**config.mk**
```make
export PLATFORM = sky130hd
export DESIGN_NAME = mem_arbiter
export DESIGN_NICKNAME = d
export VERILOG_FILES = /design/src/rtl/mem_arbiter.sv
export SDC_FILE = /design/constraint.sdc
export NUM_CORES = 1
export LEC_CHECK = 0
export CAP_MARGIN = 20
export CORE_UTILIZATION = 30
export DETAILED_ROUTE_END_ITERATION = 6
export GPL_ROUTABILITY_DRIVEN = 0
export SYNTH_ARGS = -nofsm -noshare
export SYNTH_HDL_FRONTEND = slang
export SYNTH_SLANG_ARGS = --single-unit
```
**constraint.sdc**
```tcl
create_clock -name CLK -period 1.9 [get_ports CLK]
set_clock_uncertainty 0.1 [all_clocks]
set_input_delay 0.475 -clock CLK [delete_from_list [all_inputs] [get_ports CLK]]
set_output_delay 0.475 -clock CLK [all_outputs]
set_load 0.01 [all_outputs]
```
**src/rtl/mem_arbiter.sv**
```systemverilog
// Memory-side arbiter: serialises instruction fetches and data accesses onto one
// single-ported RAM, data first, with a bounded wait that aborts a hung RAM access.
module mem_arbiter #(
    parameter int          MAX_WAIT = 16,
    parameter logic [31:0] BAD_WORD = 32'hBAD1BAD1
) (
    input  logic        CLK,
    input  logic        RST,
    input  logic        imemREN,
    input  logic [31:0] imemaddr,
    input  logic        dmemREN,
    input  logic        dmemWEN,
    input  logic [31:0] dmemaddr,
    input  logic [31:0] dmemstore,
    output logic        ihit,
    output logic [31:0] iload,
    output logic        dhit,
    output logic [31:0] dload,
    output logic        ramREN,
    output logic        ramWEN,
    output logic [31:0] ramaddr,
    output logic [31:0] ramstore,
    input  logic [31:0] ramload,
    input  logic        ram_ready,
    output logic        err,
    output logic [2:0]  dbg_state
);
    localparam int            CW         = $clog2(MAX_WAIT + 1);
    localparam logic [CW-1:0] WAIT_LIMIT = CW'(MAX_WAIT);

    typedef enum logic [2:0] {
        IDLE  = 3'd0,
        DREQ  = 3'd1,
        IREQ  = 3'd2,
        DRESP = 3'd3,
        IRESP = 3'd4
    } state_t;

    state_t        state_q, state_d;
    logic [CW-1:0] wait_q, wait_d;
    logic          wr_q, wr_d;
    logic          err_q, err_d;
    logic [31:0]   ramaddr_q, ramaddr_d;
    logic [31:0]   ramstore_q, ramstore_d;
    logic [31:0]   iload_q, iload_d;
    logic [31:0]   dload_q, dload_d;

    // Requests are levels sampled only in IDLE; the requester holds them until it
    // sees the one-cycle hit and drops them the following cycle. ram_ready is a
    // per-cycle completion only meaningful while a RAM strobe is up.
    always_comb begin
        state_d    = state_q;
        wait_d     = wait_q;
        wr_d       = wr_q;
        err_d      = err_q;
        ramaddr_d  = ramaddr_q;
        ramstore_d = ramstore_q;
        iload_d    = iload_q;
        dload_d    = dload_q;

        case (state_q)
            IDLE: begin
                wait_d = '0;
                if (dmemWEN || dmemREN) begin
                    ramaddr_d  = dmemaddr & 32'hFFFF_FFFC;
                    ramstore_d = dmemstore;
                    wr_d       = dmemWEN;
                    state_d    = DREQ;
                end else if (imemREN) begin
                    ramaddr_d = imemaddr & 32'hFFFF_FFFC;
                    wr_d      = 1'b0;
                    state_d   = IREQ;
                end
            end
            DREQ: begin
                if (ram_ready) begin
                    if (!wr_q) dload_d = ramload;
                    state_d = DRESP;
                end else if (wait_q == WAIT_LIMIT) begin
                    if (!wr_q) dload_d = BAD_WORD;
                    err_d   = 1'b1;
                    state_d = DRESP;
                end else begin
                    wait_d = wait_q + 1'b1;
                end
            end
            IREQ: begin
                if (ram_ready) begin
                    iload_d = ramload;
                    state_d = IRESP;
                end else if (wait_q == WAIT_LIMIT) begin
                    iload_d = BAD_WORD;
                    err_d   = 1'b1;
                    state_d = IRESP;
                end else begin
                    wait_d = wait_q + 1'b1;
                end
            end
            DRESP:   state_d = IDLE;
            IRESP:   state_d = IDLE;
            default: state_d = IDLE;
        endcase
    end

    always_ff @(posedge CLK) begin
        if (RST) begin
            state_q    <= IDLE;
            wait_q     <= '0;
            wr_q       <= 1'b0;
            err_q      <= 1'b0;
            ramaddr_q  <= '0;
            ramstore_q <= '0;
            iload_q    <= '0;
            dload_q    <= '0;
        end else begin
            state_q    <= state_d;
            wait_q     <= wait_d;
            wr_q       <= wr_d;
            err_q      <= err_d;
            ramaddr_q  <= ramaddr_d;
            ramstore_q <= ramstore_d;
            iload_q    <= iload_d;
            dload_q    <= dload_d;
        end
    end

    // Strobes and hits are pure state decodes so they can never overlap.
    assign ramREN    = (state_q == IREQ) || ((state_q == DREQ) && !wr_q);
    assign ramWEN    = (state_q == DREQ) && wr_q;
    assign ihit      = (state_q == IRESP);
    assign dhit      = (state_q == DRESP);
    assign ramaddr   = ramaddr_q;
    assign ramstore  = ramstore_q;
    assign iload     = iload_q;
    assign dload     = dload_q;
    assign err       = err_q;
    assign dbg_state = state_q;

endmodule
```
Word level (Yosys, flattened, before mapping) --
Index checks and enable logic that the tools add are counted.
Cells by class: add/sub/neg operators 1, $mul 0, divide/modulo/power cells 0, order comparisons 0, eq/ne operators 10, shift operators 0, muxes and demuxes 20, bitwise logic cells 2, reductions and logical operators 17
Operators by type and width (number):
- 32-bit two-way mux | 8
- 3-bit two-way mux | 6
- 3-bit AND reduction | 4
- 5-bit two-way mux | 2
- 5-bit one-hot mux with 2 select lines | 1
- 3-bit inequality test, second input constant | 3
- 3-bit one-hot mux with 3 select lines | 1
- 3-bit by 2-bit == test with 1-bit output, second input constant | 2
- 2-bit AND reduction | 3
- 2-bit nonzero test | 3
- 5-bit by 1-bit adder with 5-bit output, second input constant | 1
- 5-bit == test, second input constant | 1
- 2-bit inequality test, second input constant | 2
- 3-bit by 1-bit == test with 1-bit output, second input constant | 1
- 3-bit == test, second input constant | 1
- 3-bit zero test | 1
- 1-bit logical AND | 2
- 1-bit logical OR | 2
- 1-bit two-way mux | 2
- 1-bit NOT | 2
- 2-bit OR reduction | 1
- 1-bit zero test | 1
Word-level totals: flip-flop bits (word level) 138, latch bits 0, memory bits (writable) 0, memory bits (read-only) 0, input bits 134, output and inout port bits 136, logic and storage cells 58, memories kept 0

Logic depth before layout (Yosys ltp) --
Gate-level depths: netlist (run 1).
depth after elaboration 4, gate-level depth with buffers 6, mapped depth without buffers 5

Least setup slack after synthesis (run 1) --
Ideal clock, no wire load.
path kind register -> output, from register state_q[0], in the netlist dbg_state[0], to output port ramREN, arrival time 1.251 ns, slack 0.074 ns, cell stages (with the launch flop) 5, cells stage by stage dfxtp_1 > buf_4 > nor4b_4 > buf_2 > or2_2
Between the ends: longest elaborated chain between the ends 3
Ends and longest elaborated chain:
- start: declaration | RTL line 39 | state_t state_q, state_d;
- start signal: assignment | RTL line 116 | state_q <= state_d;
- 3-bit by 1-bit == test with 1-bit output | RTL line 128 | assign ramREN = (state_q == IREQ) || ((state_q == DREQ) && !wr_q);
- 1-bit logical AND | RTL line 128
- 1-bit logical OR (*) | RTL line 128
- end: declaration | RTL line 19 | output logic ramREN,
Mark *: on every way between the ends. The rest lies on a longest branch, timed or not.

Final worst setup path (run 1) --
from register state_q[0], in the netlist dbg_state[0], to output port ramWEN
Between the ends: longest elaborated chain between the ends 2
Ends and longest elaborated chain:
- 3-bit by 1-bit == test with 1-bit output | RTL line 129 | assign ramWEN = (state_q == DREQ) && wr_q;
- 1-bit logical AND | RTL line 129
- end: declaration | RTL line 20 | output logic ramWEN,
No other way between the ends.

==> summary.md, run 1 <==
| Metric | Value |
|---|---|
| RSZ-0062 raised after global routing | true |
| Warnings from Yosys | 0 |
| Post-route DRC | 0 |
| Hold_buf cts | 0 |
| Commonest non-fill, non-tap cell in the layout | clkdlybuf4s50_1 |
| Layout area overhead | 64.65% |
| Initial DRC count | 236 |
| DR pass1 iterations | 5 |
| Antenna diode count | 0 |
| Die Y | 139.4 um |
| Total number of vias | 5739 |
| Most frequent cells in the layout | clkdlybuf4s50_1 (153), dfxtp_1 (132), nand2_1 (91) |
| Part of the cycle the worst path needs | 100.9% |
| Vias per cell | 5.021 |
| Die area | 0.01943 mm2 |
| Starting Density | 31.10% |
| Status | finished with violations |
| Row count | 49 |
| Worst-path clk slew | 0.05 ns |
| Hold path start | RST |
| Nets@finish | 1039 |
| Share of layout cells above drive strength 1 | 12.14% |
| Worst setup SP type | flip-flop |
| Hold Vio Cnt, Final | 0 |
| Flops & latches, synth | 136 |
| Pins Over Slew Limit | 0 |
| Filler-free cell count of the finished design | 1143 |
| H-tree Lvls | 4 |
| Max clock buf depth | 2 |
| Mapped Area | 0.005663 mm2 |
| Yosys cell types | 51 |
| Post-Synthesis Cells | 644 |
| RR Startpoint | dbg_state[2]$_SDFFE_PP0P_ |
| CP endpoint kind | primary output |
| Routed WL | 18.87 mm |
| Final ANT Viol Nets | 0 |
| Vias in the first global route | 5546 |
| Final WS setup | -0.01708 ns |
| Final setup violation count | 2 |
| Core ar. | 0.01821 mm2 |
| Hold Crit Class | input port to flip-flop |
| Wirelength per Cell | 16.51 um |
| Crit path DAT | 1.34 ns |
| Count of buffers from port buffering | 263 |
| Seq/Total Area, Yosys | 48.08% |
| CTS tree | done |
| Fraction of registers with async set/reset | 0% |
| Failing checks | setup timing |
| CP required | 1.32 ns |
| Register area | 0.002730 mm2 |
| MaxCap Viol Count | 0 |
| Clock latency on the worst-skew pair | 0.41 ns |
| Remaining Overflow, GRT | 0 |
| Post-synth EDFFs | 0 |
| Fillcell total | 1749 |
| Die X | 139.4 um |
| Maximum number of pins on one net before global-route repair | 47 |
| LEAKAGE | 0.004623 uW |
| Synth Area per Inst | 8.793 um2 |
| Multi-input combinational cell area | 0.002452 mm2 |
| CP max FO | 5 |
| Post-CTS setup buffer count | 0 |
| Clock buffer count from CTS | 17 |
| Clock Root Buffer | clkbuf_16 |
| Peak VDD IR | 0.5837 mV |
| Power Density | 906.9 mW/mm2 |
| Clock Sinks | 136 |
| First-pass GRT wire length | 29.59 mm |
| Most used flip-flop cell after synthesis | dfxtp_1 |
| Fmax | 521.6 MHz |
| Placed Instances | 1113 |
| Crit. Startpoint | dbg_state[0]$_SDFFE_PP0P_ |
| Initial antenna violation count | 0 |
| Total Routing Usage GR | 19.32% |
| Io pins | 270 |
| Final Core Density | 51.21% |
| Final period demand of the worst path | 1.917 ns |
| WS Path Type | flip-flop to primary output |
| Dpl hpwl | 12.91 mm |
==> Yosys cell counts (5+ instances only) <==
| cell type | n | area share [%] |
|---|---|---|
| o221a_2 | 18 | 3.6 |
| clkbuf_1 | 34 | 2.3 |
| o21a_1 | 20 | 2.7 |
| a311oi_1 | 30 | 4.6 |
| dfxtp_1 | 136 | 48 |
| buf_2 | 17 | 1.5 |
| nand3_1 | 37 | 3.3 |
| o32ai_1 | 14 | 2.2 |
| buf_4 | 6 | 0.80 |
| a21oi_1 | 66 | 5.8 |
| nor2_1 | 5 | 0.33 |
| nand4_1 | 18 | 2.0 |
| a31oi_1 | 19 | 2.1 |
| buf_6 | 10 | 2.0 |
| nand2_1 | 91 | 6.0 |
| inv_1 | 34 | 2.3 |
| o21ai_0 | 44 | 3.9 |
==> worst max-delay path, cell delays in order (launching register included) <==
cell      delay, ns
dfxtp_2        0.37
nor4bb_2       0.35
buf_2          0.22
==> metal layers <==
| layer | GRT usage (%) | vias to the layer above | share of wire [%] |
|---|---|---|---|
| li1 | - | 2849 | - |
| met2 | 31.71 | 188 | 49 |
| met4 | 9.591 | 0 | 2.6 |
| met1 | 23.17 | 2674 | 43 |
| met3 | 5.368 | 28 | 5.8 |
| met5 | 0 | - | 0 |
==> where the power goes <==
part | switching [uW] | internal [uW] | leakage (uW)
Clock | 1240 | 1960 | 0.000273
Sequential | 140 | 3130 | 0.00112
Combinational | 965 | 1020 | 0.00323
==> timing repair <==
item | in CTS | in global routing
gates cloned | 0 | 0
pin swaps | 0 | 0
resized for setup | 70 | 60
setup endpoints to repair | 51 | 67
==> logic make-up after synthesis <==
logic type / after synthesis / synth area share, %
AO/OA/AOI/OAI: 222 / 26.38
XOR/XNOR: 2 / 0.3094
adder cells (fa/ha/maj): 2 / 0.4418
buffers and inverters: 103 / 8.926
flip-flops: 136 / 48.08
multiplexers: 1 / 0.1768
other: 1 / 0.06622
AND/OR/NAND/NOR: 177 / 15.62
==> sequential cells by signal (all words and copies together), names as in the netlist <==
register and cells:
ramaddr 30, wr_q 1, dbg_state 3, iload 32
wait_q 5, dload 32, ramstore 32, err 1
==> worst paths after layout <==
check                              end  slack, ns  cells past startpoint
max                             ramWEN      -0.02                      2
min          dbg_state[0]$_SDFFE_PP0P_       0.29                      3
max reg2reg     dload[19]$_SDFFE_PP0P_       0.08                      5
min reg2reg     dload[10]$_SDFFE_PP0P_       0.35                      2
==> stage by stage <==
step / setup slack (ns) / hold slack (ns) / setup TNS [ns] / instance area, um2 / power, uW
after global routing: -0.05288 / 0.2942 / -0.1880 / 9324 / 8877
after global placement: -0.1715 / 0.3370 / -8.441 / 8672 / 5426
after CTS: -0.04020 / 0.2674 / -0.04020 / 9175 / 8614
after floorplan: 0.07422 / 0.3726 / 0 / 5667 / 4297
after detailed placement: -0.1618 / 0.3498 / -9.429 / 8672 / 5435
final: -0.01708 / 0.2918 / -0.02681 / 9324 / 8456
==> layout make-up <==
cell class,count,share of cell area (%)
Tap cell,229,3.073
Inverter,35,1.409
Timing Repair Buffer,307,33.82
Sequential cell,136,29.28
Multi-Input combinational cell,406,26.30
Clock inverter,10,1.329
Clock buffer,20,4.791
Power figures use the tool's default switching activity.
==> run 2: changes to the inputs <==
--- a/config.mk
+++ b/config.mk
@@ -9,6 +9,7 @@
 export CORE_UTILIZATION = 30
 export DETAILED_ROUTE_END_ITERATION = 6
 export GPL_ROUTABILITY_DRIVEN = 0
+export GPL_TIMING_DRIVEN = 0
 export SYNTH_ARGS = -nofsm -noshare
 export SYNTH_HDL_FRONTEND = slang
 export SYNTH_SLANG_ARGS = --single-unit
==> run 2 against run 1 <==
Die area is the same; maximum frequency down 6.4%; the flow still finishes with violations (setup timing); sequential power about the same; critical path depth up 3; non-clock buffer count increased by 33; global-route usage is 1.3 points higher; first-iteration DRC count grew 40%; critical endpoint is now ramREN; cell area rose by 1.1%; combinational power rose by 4%.
==> summary.md, run 2 (synthesis results as in run 1) <==
| Metric | Value |
|---|---|
| Status | finished with violations |
| Failing checks | setup timing |
| Metal-1 WL | 8.621 mm |
| Total number of vias | 5945 |
| Io pins | 270 |
| P_sw | 2466 uW |
| Internal Pwr Total | 6300 uW |
| CP dominant cell by count | buf_6 |
| Fmax | 488.1 MHz |
| Antenna diode count | 0 |
| Max_slew headroom | 61.47% |
| Max clock buf depth | 2 |
| Remaining Overflow, GRT | 0 |
| Clock buffer count from CTS | 17 |
| Starting Density | 31.10% |
| Combinational power share | 23.5% |
| R2r setup slk | 0.10 ns |
| Clock Root Buffer | clkbuf_16 |
| Top Layer Used | met4 |
| First-pass GRT wire length | 31.37 mm |
| RSZ-0062 raised after global routing | true |
| Final period demand of the worst path | 2.049 ns |
| Worst hold path depth | 3 |
| CTS tree | done |
| Hold path start | dmemWEN |
| Maximum number of pins on one net before global-route repair | 17 |
| Initial antenna violation count | 0 |
| Switching Share | 28.13% |
| Wirelength per Cell | 17.12 um |
| Layout area overhead | 66.44% |
| Worst setup SP type | flip-flop |
| Final Hold Slack | 0.3446 ns |
| Crit path DAT | 1.47 ns |
| Placed Instances | 1135 |
| Peak VDD IR | 0.6113 mV |
| Part of the cycle the worst path needs | 107.8% |
| Pins Over Slew Limit | 0 |
| Met3 WL | 1.370 mm |
| Clk pwr share | 39.2% |
| Reg2reg path depth | 6 |
| Slew @ Worst Pin | 0.5779 ns |
| Core ar. | 0.01821 mm2 |
| RR Startpoint | wait_q[1]$_SDFFE_PP0P_ |
| Total Routing Usage GR | 20.64% |
| Hold Crit Class | input port to flip-flop |
| LEAKAGE | 0.004889 uW |
| WS Path Type | flip-flop to primary output |
| Seq pwr share | 37.3% |
| Crit. Startpoint | dbg_state[0]$_SDFFE_PP0P_ |
| Final setup violation count | 3 |
| Die Y | 139.4 um |
| Share of layout cells above drive strength 1 | 12.43% |
| DR pass1 iterations | 5 |
| Dpl hpwl | 14.72 mm |
| Worst-path clk slew | 0.06 ns |
| Crit-path max cell delay | 0.34 ns |
| Vias in the first global route | 5778 |
| H-tree Lvls | 4 |
| Nets@finish | 1072 |
| MaxCap Viol Count | 0 |
| Filler-free cell count of the finished design | 1178 |
| Hold Vio Cnt, Final | 0 |
| Met2 wire length | 9.646 mm |
| Row count | 49 |
| Count of buffers from port buffering | 261 |
| CP required | 1.32 ns |
| Crit-path cells | buf_6 > nor4b_4 > buf_6 > or2_4 > buf_6 |
| CP endpoint kind | primary output |
| CP max FO | 5 |
| Vias per cell | 5.047 |
| Clock Sinks | 136 |
| Post-route DRC | 0 |
| Clock latency on the worst-skew pair | 0.41 ns |
| Die X | 139.4 um |
| Power Density | 930.1 mW/mm2 |
| Initial DRC count | 330 |
| Slowest-stage cell, CP | dfxtp_2 |
| Die area | 0.01943 mm2 |
| Final ANT Viol Nets | 0 |
| Routed WL | 20.16 mm |
| Final WS setup | -0.1486 ns |
| Most frequent cells in the layout | dfxtp_1 (132), clkdlybuf4s50_1 (132), nand2_1 (91) |
## run 2: cell types whose count changed in the layout (fill, tap and decap cells not counted), sizes merged, moves of 2 or more
cell,before,now
clkdlybuf4s50,153,132
clkbuf,20,56
dlygate4sd2,46,53
buf,49,47
dlymetal6s2s,58,72
## run 2: critical path, delay by kind of cell, from the launching register on
kind / cells / cell delay [ns]
buffers and inverters: 3 / 0.36
and+or+nand+nor: 2 / 0.36
DFF: 1 / 0.34
## run 2: timing repair
| item | CTS | global route |
|---|---|---|
| pin swaps | 3 | 1 |
| endpoints found under the setup margin | 95 | 181 |
| hold buffers | 0 | 0 |
| gates resized for setup | 91 | 84 |
| gates cloned | 0 | 0 |
| setup buffers | 12 | 2 |
## run 2: per-stage QoR
step	setup WS, ns	total power (uW)	util (%)	TNS (ns)	cell area [um2]
after floorplan	0.07422	4297	-	0	5667
after global placement	-0.7072	5419	47.04	-29.31	8566
after detailed placement	-0.7336	5422	47.04	-31.54	8566
after CTS	-0.2300	8906	50.79	-0.2673	9249
after global routing	-0.2147	9175	51.76	-0.3802	9425
final	-0.1486	8767	51.76	-0.1589	9425
## run 2: power groups by stage
stage	combinational [uW]	clock [uW]	sequential [uW]
CTS	2120	3520	3270
global placement	2090	0	3330
finish	2060	3440	3270
floorplan	845	0	3450
global route	2220	3640	3310
detailed placement	2090	0	3340
## run 2: final cells by class
| cell class | count | area, um2 |
|---|---|---|
| Clock buffer | 20 | 446.7 |
| Tap cell | 229 | 286.5 |
| Buffer | 66 | 385.4 |
| Clock inverter | 12 | 168.9 |
| Timing Repair Buffer | 274 | 2829 |
| Multi-Input combinational cell | 406 | 2450 |
| Fill cell | 1729 | 8783 |
| Inverter | 35 | 131.4 |
| Sequential cell | 136 | 2728 |
## run 2: worst paths after layout
path / end
min reg2reg: dload[3]$_SDFFE_PP0P_
min: wr_q$_SDFFE_PP0P_
max reg2reg: iload[23]$_SDFFE_PP0P_
max: ramREN
## run 2: metal layers
| layer | vias up | GRT usage, % |
|---|---|---|
| li1 | 2924 | - |
| met1 | 2795 | 24.91 |
| met2 | 194 | 33.83 |
| met3 | 32 | 6.366 |
| met4 | 0 | 8.889 |
| met5 | - | 0 |
==> run 3: changes to the inputs <==
--- a/config.mk
+++ b/config.mk
@@ -5,6 +5,7 @@
 export SDC_FILE = /design/constraint.sdc
 export NUM_CORES = 1
 export LEC_CHECK = 0
+export ABC_AREA = 0
 export CAP_MARGIN = 20
 export CORE_UTILIZATION = 30
 export DETAILED_ROUTE_END_ITERATION = 6
==> constraint.sdc (replaced) <==
create_clock -name CLK -period 1.8 [get_ports CLK]
set_clock_uncertainty 0.1 [all_clocks]
set_input_delay 0.45 -clock CLK [delete_from_list [all_inputs] [get_ports CLK]]
set_output_delay 0.45 -clock CLK [all_outputs]
set_load 0.01 [all_outputs]
==> run 3 against run 2 <==
The flow still finishes with violations (setup timing); critical endpoint unchanged; wire length is 3.0% higher; clock power up 5%; cell area decreased by 1.2%; register-to-register slack got worse by 0.06 ns; critical path depth did not move; global-route usage up 0.67 points; final cell count rose by 0.76%; die area is the same; non-clock buffer count is 8 higher; flip-flop and latch count stayed put.
==> summary.md, run 3 (synthesis results as in run 1) <==
| Metric | Value |
|---|---|
| Peak VDD IR | 0.7228 mV |
| Final WS setup | -0.2581 ns |
| RR Startpoint | dbg_state[2]$_SDFFE_PP0P_ |
| Status | finished with violations |
| R2r setup slk | 0.04 ns |
| Max clock buf depth | 2 |
| CP dominant cell by count | buf_6 |
| Hold Crit Class | input port to flip-flop |
| CP endpoint kind | primary output |
| Slowest-stage cell, CP | dfxtp_4 |
| Filler-free cell count of the finished design | 1187 |
| Reg2Reg Capture Point | wait_q[4]$_SDFFE_PP0P_ |
| Crit. Startpoint | dbg_state[1]$_SDFFE_PP0P_ |
| Vias in the first global route | 5893 |
| H-tree Lvls | 4 |
| Fmax | 485.9 MHz |
| Critical Path End | ramREN |
| Final period demand of the worst path | 2.058 ns |
| Die Y | 139.4 um |
| Die area | 0.01943 mm2 |
| CP max FO | 6 |
| CP required | 1.25 ns |
| Failing checks | setup timing |
| Fillcell total | 1814 |
| Initial DRC count | 244 |
| Hold_buf cts | 0 |
| LEAKAGE | 0.004116 uW |
| Starting Density | 31.10% |
| Crit-path max cell delay | 0.34 ns |
| Placed Instances | 1135 |
| Worst-path clk slew | 0.06 ns |
| Crit-path cells | buf_8 > nor4b_4 > buf_6 > or2_4 > buf_6 |
| Nets@finish | 1080 |
| Dpl hpwl | 14.84 mm |
| Core ar. | 0.01821 mm2 |
| Pwr Total | 9256 uW |
| Clock Root Buffer | clkbuf_16 |
| Maximum number of pins on one net before global-route repair | 17 |
| Slew @ Worst Pin | 0.6368 ns |
| Part of the cycle the worst path needs | 114.3% |
| First-pass GRT wire length | 32.33 mm |
| Io pins | 270 |
| Total Routing Usage GR | 21.31% |
| Final setup violation count | 3 |
| DR pass1 iterations | 4 |
| Row count | 49 |
| Initial antenna violation count | 1 |
| MaxCap Viol Count | 0 |
| Routed WL | 20.76 mm |
| Crit path DAT | 1.51 ns |
| Die X | 139.4 um |
| Clock Sinks | 136 |
| Power Density | 993.6 mW/mm2 |
| Commonest non-fill, non-tap cell in the layout | dfxtp_1 |
| Vias per cell | 5.034 |
| Total number of vias | 5975 |
| Wirelength per Cell | 17.49 um |
| WS Path Type | flip-flop to primary output |
| Clock latency on the worst-skew pair | 0.43 ns |
| RSZ-0062 raised after global routing | true |
| Layout area overhead | 64.49% |
| Share of layout cells above drive strength 1 | 15.15% |
| CTS tree | done |
| Remaining Overflow, GRT | 0 |
| Worst setup SP type | flip-flop |
| Reg2reg path depth | 6 |
| Post-route DRC | 0 |
| Most frequent cells in the layout | dfxtp_1 (131), dlygate4sd2_1 (130), clkdlybuf4s50_1 (125) |
| Count of buffers from port buffering | 261 |
| Worst hold path depth | 3 |
| Max_slew headroom | 57.54% |
| Hold Vio Cnt, Final | 0 |
| Final ANT Viol Nets | 0 |
| Clock buffer count from CTS | 17 |
| Pins Over Slew Limit | 0 |
==> run 3: cell count changes in the layout (fill, tap and decap cells not counted), sizes merged <==
cell,before,now
inv,37,40
dlygate4sd2,53,130
clkinvlp,2,1
dlymetal6s2s,72,2
buf,47,58
clkbuf,56,51
clkdlybuf4s50,132,125
diode,0,1
bufinv,3,2
clkinv,5,6
==> run 3: worst max-delay path: cells and delay by family (launching register included) <==
kind	cells	cell delay, ns
buffers and inverters	3	0.37
flip-flops	1	0.34
AND/OR/NAND/NOR	2	0.37
==> run 3: metal layers <==
metal  track usage (%)  routed length, um  vias to the layer above
li1                  -                  -                     2937
met1             26.26               9110                     2831
met3             7.467               1346                       28
met2             34.59               9802                      179
met5                 0                  0                        -
met4             6.959                501                        0
==> run 3: timing repair <==
action | CTS | global route
endpoints found under the setup margin | 221 | 115
pin swaps | 3 | 8
gates cloned | 0 | 1
resized for setup | 180 | 53
buffers inserted | 15 | 4
==> run 3: layout make-up <==
type | instances | area [um2] | share of cell area [%]
sequential | 136 | 2734 | 29.35
timing repair buffer | 281 | 2616 | 28.09
multi-input combinational | 406 | 2514 | 26.98
clock buffer | 18 | 439.2 | 4.715
buffer | 67 | 429.2 | 4.607
tap | 229 | 286.5 | 3.076
clock inverter | 14 | 162.7 | 1.746
inverter | 35 | 131.4 | 1.410
antenna | 1 | 2.502 | 0.02686
==> run 3: metrics by stage <==
| step | util, % | instance area [um2] | setup slack (ns) | hold WS [ns] | setup TNS, ns |
|---|---|---|---|---|---|
| CTS | 50.46 | 9189 | -0.3009 | 0.3494 | -0.6162 |
| detailed placement | 47.06 | 8568 | -0.7300 | 0.3442 | -37.28 |
| floorplan | - | 5669 | 0.03466 | 0.3726 | 0 |
| global route | 51.16 | 9315 | -0.2987 | 0.3245 | -0.7098 |
| global placement | 47.06 | 8568 | -0.7203 | 0.3369 | -38.32 |
| finish | 51.16 | 9315 | -0.2581 | 0.3083 | -0.4571 |
==> run 3: where the power goes <==
| part | total (uW) | switching [uW] | internal, uW |
|---|---|---|---|
| Clock | 3600 | 1490 | 2110 |
| Sequential | 3450 | 148 | 3310 |
| Combinational | 2200 | 1110 | 1090 |
==> run 3: worst min path at each step <==
| stage | from | to |
|---|---|---|
| after detailed placement | dload[3]$_SDFFE_PP0P_ | dload[3]$_SDFFE_PP0P_ |
| after global routing | dmemWEN | wr_q$_SDFFE_PP0P_ |
| final | dmemWEN | wr_q$_SDFFE_PP0P_ |
| after floorplan | dload[3]$_SDFFE_PP0P_ | dload[3]$_SDFFE_PP0P_ |
| after global placement | dload[3]$_SDFFE_PP0P_ | dload[3]$_SDFFE_PP0P_ |
| after CTS | dload[3]$_SDFFE_PP0P_ | dload[3]$_SDFFE_PP0P_ |
